## src/rtl/fetch_unit_pkg.sv

```systemverilog
// Shared constants and types for the instruction-fetch stage.
// Covers the jump-location codes, the reset PC, the fetch FSM states and the branch-target arithmetic.
package fetch_unit_pkg;

    localparam logic [31:0] RESET_PC_DEFAULT = 32'h0000_3000;

    // Controller absJumpLoc encodings
    localparam logic absJumpImmediate = 1'b0;
    localparam logic absJumpRegister  = 1'b1;

    typedef enum logic {
        FETCH_RUN  = 1'b0,
        FETCH_HALT = 1'b1
    } fetch_state_t;

    // Word-scaled signed offset added to the delay-slot address; wraps at 32 bits.
    function automatic logic [31:0] branch_target(input logic [31:0] pc_plus4,
                                                  input logic signed [31:0] offset);
        logic signed [31:0] scaled;
        scaled = offset <<< 2;
        return pc_plus4 + scaled;
    endfunction

endpackage

```

## src/rtl/fetch_unit_npc.sv

```systemverilog
// Combinational next-PC select for fetch.
// The choices are sequential, branch, jump-immediate and jump-register; a misaligned register target is also flagged.
module npc_calc
    import fetch_unit_pkg::*;
(
    input  logic        [31:0] pc_f,
    input  logic        [31:0] pc_d,
    input  logic               branch_taken,
    input  logic               jump,
    input  logic               jump_loc,
    input  logic signed [31:0] immediate,
    input  logic        [31:0] reg_target,
    output logic        [31:0] npc,
    output logic               misaligned
);

    logic [31:0] pc_d_plus4;

    always_comb begin
        pc_d_plus4 = pc_d + 32'd4;
        npc        = pc_f + 32'd4;
        misaligned = 1'b0;
        // Jump takes priority over a simultaneously taken branch
        if (jump) begin
            if (jump_loc == absJumpRegister) begin
                npc        = reg_target;
                misaligned = (reg_target[1:0] != 2'b00);
            end else begin
                npc = {pc_d_plus4[31:28], immediate[25:0], 2'b00};
            end
        end else if (branch_taken) begin
            npc = branch_target(pc_d_plus4, immediate);
        end
    end

endmodule

```

## src/rtl/fetch_unit.sv

```systemverilog
// Instruction fetch stage and IF/ID register for the five-stage MIPS core.
// Redirects from decode take effect after one delay slot. A syscall or a misaligned jr stops fetch until reset.
module fetch_unit
    import fetch_unit_pkg::*;
#(
    parameter logic [31:0] RESET_PC = RESET_PC_DEFAULT
) (
    input  logic        clk,
    input  logic        reset,
    input  logic        stall,
    input  logic        branch_taken,
    input  logic        jump,
    input  logic        jump_loc,
    input  logic [31:0] immediate,
    input  logic [31:0] reg_target,
    input  logic        halt_req,
    output logic [31:0] imem_addr,
    input  logic [31:0] imem_rdata,
    output logic [31:0] instr_d,
    output logic [31:0] pc_d,
    output logic [31:0] pc8_d,
    output logic        bubble_d,
    output logic        halted,
    output logic        addr_error,
    output logic [31:0] fetch_count
);

    fetch_state_t state, state_next;
    logic [31:0]  pc_f;
    logic [31:0]  npc;
    logic         misaligned;
    logic         advance;

    npc_calc u_npc (
        .pc_f         (pc_f),
        .pc_d         (pc_d),
        .branch_taken (branch_taken),
        .jump         (jump),
        .jump_loc     (jump_loc),
        .immediate    (immediate),
        .reg_target   (reg_target),
        .npc          (npc),
        .misaligned   (misaligned)
    );

    assign advance   = (state == FETCH_RUN) && !stall;
    assign imem_addr = pc_f;

    always_ff @(posedge clk) begin
        if (!reset) state <= FETCH_RUN;
        else        state <= state_next;
    end

    always_comb begin
        state_next = state;
        if (advance && (halt_req || misaligned)) state_next = FETCH_HALT;
    end

    always_comb begin
        halted = (state == FETCH_HALT);
    end

    // IF -> ID boundary
    always_ff @(posedge clk) begin
        if (!reset) begin
            pc_f        <= RESET_PC;
            instr_d     <= 32'd0;
            pc_d        <= 32'd0;
            pc8_d       <= 32'd8;
            bubble_d    <= 1'b1;
            addr_error  <= 1'b0;
            fetch_count <= 32'd0;
        end else if (advance) begin
            if (halt_req || misaligned) begin
                // Syscall has no delay slot; a bad jr target squashes its slot too
                instr_d  <= 32'd0;
                bubble_d <= 1'b1;
                if (misaligned) addr_error <= 1'b1;
            end else begin
                pc_f        <= npc;
                instr_d     <= imem_rdata;
                pc_d        <= pc_f;
                pc8_d       <= pc_f + 32'd8;
                bubble_d    <= 1'b0;
                fetch_count <= fetch_count + 32'd1;
            end
        end
    end

endmodule

```

## config.mk

```make
export PLATFORM = sky130hd
export DESIGN_NAME = fetch_unit
export DESIGN_NICKNAME = d
export VERILOG_FILES = /design/src/rtl/fetch_unit_pkg.sv /design/src/rtl/fetch_unit_npc.sv /design/src/rtl/fetch_unit.sv
export SDC_FILE = /design/constraint.sdc
export NUM_CORES = 1
export LEC_CHECK = 0
export CAP_MARGIN = 15
export CORE_AREA = 2 2 162 124
export CTS_CLUSTER_DIAMETER = 50
export DETAILED_ROUTE_END_ITERATION = 6
export DIE_AREA = 0 0 164 126
export GPL_TIMING_DRIVEN = 0
export PLACE_DENSITY = 0.82
export SLEW_MARGIN = 10
export SYNTH_ARGS = -nofsm -noshare
export SYNTH_HDL_FRONTEND = slang
export SYNTH_HIERARCHICAL = 1
export SYNTH_SLANG_ARGS = --single-unit
export TNS_END_PERCENT = 20
```

## constraint.sdc

```tcl
create_clock -name clk -period 8 [get_ports clk]
set_input_delay 1.6 -clock clk [delete_from_list [all_inputs] [get_ports clk]]
set_output_delay 1.6 -clock clk [all_outputs]
set_load 0.005 [all_outputs]
```

==> results by group <==
Route
  – WL final: 36300 um
  – DR WL/cell: 19.6 um
  – DRT antenna net count: 0
  – First drt pass iteration count: 5
  – # DRC: 0
  – Vias: 11400
  – Via density: 6.13
  – 1st-iter DRT viols: 1188

Worst setup path
  – Critical Path AT: 5.09 ns
  – CP max FO: 10
  – R2R Path Start: pc_d[8]
  – Critical Path RT: 8.35 ns
  – R2R cell count: 18
  – Crit start category: input port
  – Crit. End Element: flop
  – Reg-to-reg endpoint: imem_addr[31]
  – R2r setup slk: 3.51 ns
  – Kind of critical path: input port to flop

Synth
  – XOR/XNOR Fraction of Synth Area: 0.0820
  – Distinct cells, synth: 73
  – Synth Register Bits: 160
  – Count of warnings emitted by yosys: 6
  – Mapped Cells: 1311
  – Synth Area in Adders: 0.0488
  – Post-synthesis mux area share: 0.0414
  – Simple-gate portion of the synthesized area: 0.252
  – Net Count, Synth: 1453
  – Register area share after synthesis: 0.316
  – Compound-cell area share of the yosys netlist: 0.211
  – Syn avg cell area: 7.74 um^2
  – Number of enable flip-flop cells after synthesis: 0
  – Prevailing post-synth register cell: dfxtp_1
  – Post-Syn Area: 10100 um^2
  – Main combinational cell family by area after synthesis: simple AND/OR/NAND/NOR gates
  – Fraction of registers with async set/reset: 0

Min path
  – Hold depth: 2
  – Hold Path Origin: pc_d[19]
  – Worst Hold Class: flop to flop
  – Worst Hold End: pc_d[19]

STA
  – Setup repair after global routing missed its margin: no
  – Slew at the pin closest to its max-slew limit: 1.06 ns
  – Setup violators final: 0
  – Setup Skew: 0.0115 ns
  – Slew margin rel.: 0.295
  – Period Utilization, post-route: 0.593
  – Total negative slack: 0 ns
  – Hold Vio Cnt, Final: 0
  – Min Tclk post-route: 4.74 ns
  – Fmax: 211 MHz
  – Fin. max-slew vios: 0

Power and ir drop
  – Worst vdd ir: 125 uV
  – Lkg Pwr: 4.92 nW
  – Internal: 1.44 mW
  – Pwr Total: 2.01 mW
  – Clock share of power: 0.401
  – Pwr per Cell Area: 147 nW/um^2
  – Seq pwr share: 0.429
  – Switch share: 0.283
  – Net Switching: 567 uW
  – Gate power share: 0.170

Place
  – Routability congestion estimate: 0.933
  – Port Buf Inserts: 261
  – DP HPWL: 28000 um

Run status
  – Outcome: complete, no violations

Clocking
  – Clk Latency, worst-skew pair: 0.43 ns
  – Deepest level of the CTS H-tree: 4
  – Clock Sinks: 160
  – # resized after CTS: 0
  – Postcts setup bufs: 0
  – # hold bufs at CTS: 0
  – TritonCTS Buffers: 17
  – Worst-path clk slew: 0.07 ns
  – Clk buf depth: 2
  – Root buffer cell: clkbuf_16
  – CTS tree: done

Final layout
  – Layout area overhead: 34.6%
  – Share of layout cells above drive strength 1: 0.0480
  – Most common cell after layout, fill and taps aside: clkdlybuf4s50_1
  – Antenna diode count: 0
  – Most frequent cells in the layout: clkdlybuf4s50_1 (261), nand2_1 (212), dfxtp_1 (160)
  – Fillers: 1510
  – Nets: 1733

Die
  – Die height: 126 um
  – Die area: 20700 um^2
  – Rows: 44
  – Num ports: 266
  – Initial Util: 0.531
  – Core area: 19100 um^2
  – Die Width: 164 um

Global routing
  – Vias in the first global route: 10600
  – Initial antenna violation count: 0
  – Largest net degree at the start of global routing: 17
  – Grt total ovfl: 0
  – Global-route wire length before repair: 56500 um
  – GRT Overall Usage: 0.345

Flow run
  – Reported max-cap violation count: 0
## metrics by stage
stage / setup slack [ns] / hold WS [ns] / util / area [um^2] / instances
final: 3.26 / 0.478 / 0.715 / 13700 / 1857
after CTS: 3.39 / 0.477 / 0.715 / 13700 / 1857
after detailed placement: 2.95 / 0.466 / 0.684 / 13100 / 1825
after global placement: 3.03 / 0.461 / 0.684 / 13100 / 1825
after floorplan: 3.84 / 0.453 / - / 10100 / 1311
after global routing: 3.13 / 0.510 / 0.715 / 13700 / 1857
## registers in the layout (all words and copies together), names as in the netlist
register and cells:
halted 1, fetch_count 32, pc8_d 29, imem_addr 32, instr_d 32, pc_d 32, addr_error 1, bubble_d 1
## critical path: stages
cell	delay, ns
clkdlybuf4s50_1	0.53
clkbuf_1	0.28
nand2_1	0.28
nor2_1	0.16
nor4_2	0.86
clkbuf_1	0.51
clkbuf_1	0.57
nand2_1	0.13
a21oi_1	0.15
## cells in the mapped netlist (16+ instances only)
library cell	instances	area, um^2
clkbuf_1	69	259
nor3_1	16	80.1
mux2i_1	33	330
ha_1	38	475
a21o_1	16	120
o21ai_0	57	285
dfxtp_1	160	3200
a31oi_1	16	100
nand3_1	48	240
a22oi_1	32	240
o31ai_1	17	128
xor2_1	47	412
nor2_1	103	387
or4_1	18	135
nand2_1	212	796
xnor2_1	48	420
a211oi_1	22	165
or3_1	17	106
a21oi_1	131	656
nand4_1	48	300
## cell type report
type / count / area, um^2 / area share
tap: 253 / 317 / 0.0232
timing repair buffer: 261 / 2610 / 0.191
sequential: 160 / 3200 / 0.235
clock buffer: 19 / 453 / 0.0332
multi-input combinational: 1047 / 6450 / 0.472
clock inverter: 13 / 131 / 0.00962
inverter: 14 / 52.6 / 0.00385
buffer: 90 / 442 / 0.0323
## power groups by stage
stage / logic [mW] / registers (mW) / clock network, mW
after floorplan: 0.167 / 0.868 / 0
after global placement: 0.329 / 0.875 / 0
after detailed placement: 0.334 / 0.876 / 0
after CTS: 0.336 / 0.859 / 0.811
after global routing: 0.367 / 0.863 / 0.849
final: 0.342 / 0.860 / 0.805
## worst max-delay path by stage
stage / startpoint / to / slack (ns) / cells after the start
CTS: jump / pc_d[27] / 3.39 / 9
global placement: jump / imem_addr[3] / 3.03 / 9
floorplan: immediate[0] / imem_addr[28] / 3.84 / 12
finish: jump / pc_d[27] / 3.26 / 9
global route: pc_d[8] / imem_addr[31] / 3.13 / 18
detailed placement: jump / pc_d[27] / 2.95 / 9
## layer usage
metal / track usage / share of wire / up-vias
li1: - / - / 5319
met1: 0.483 / 0.43 / 5324
met2: 0.521 / 0.43 / 655
met3: 0.0899 / 0.12 / 79
met4: 0.106 / 0.024 / 0
met5: 0 / 0 / -
## cells by family (layout without fill, tap and decap cells)
logic type | Yosys count | after routing
adders and majority gates | 39 | 39
buffers and inverters | 104 | 397
AOI/OAI and AO/OA | 339 | 339
DFF | 160 | 160
muxes | 41 | 41
and+or+nand+nor | 533 | 533
xor gates and xnor gates | 95 | 95
Note: power is estimated with default switching activity, not from simulation.
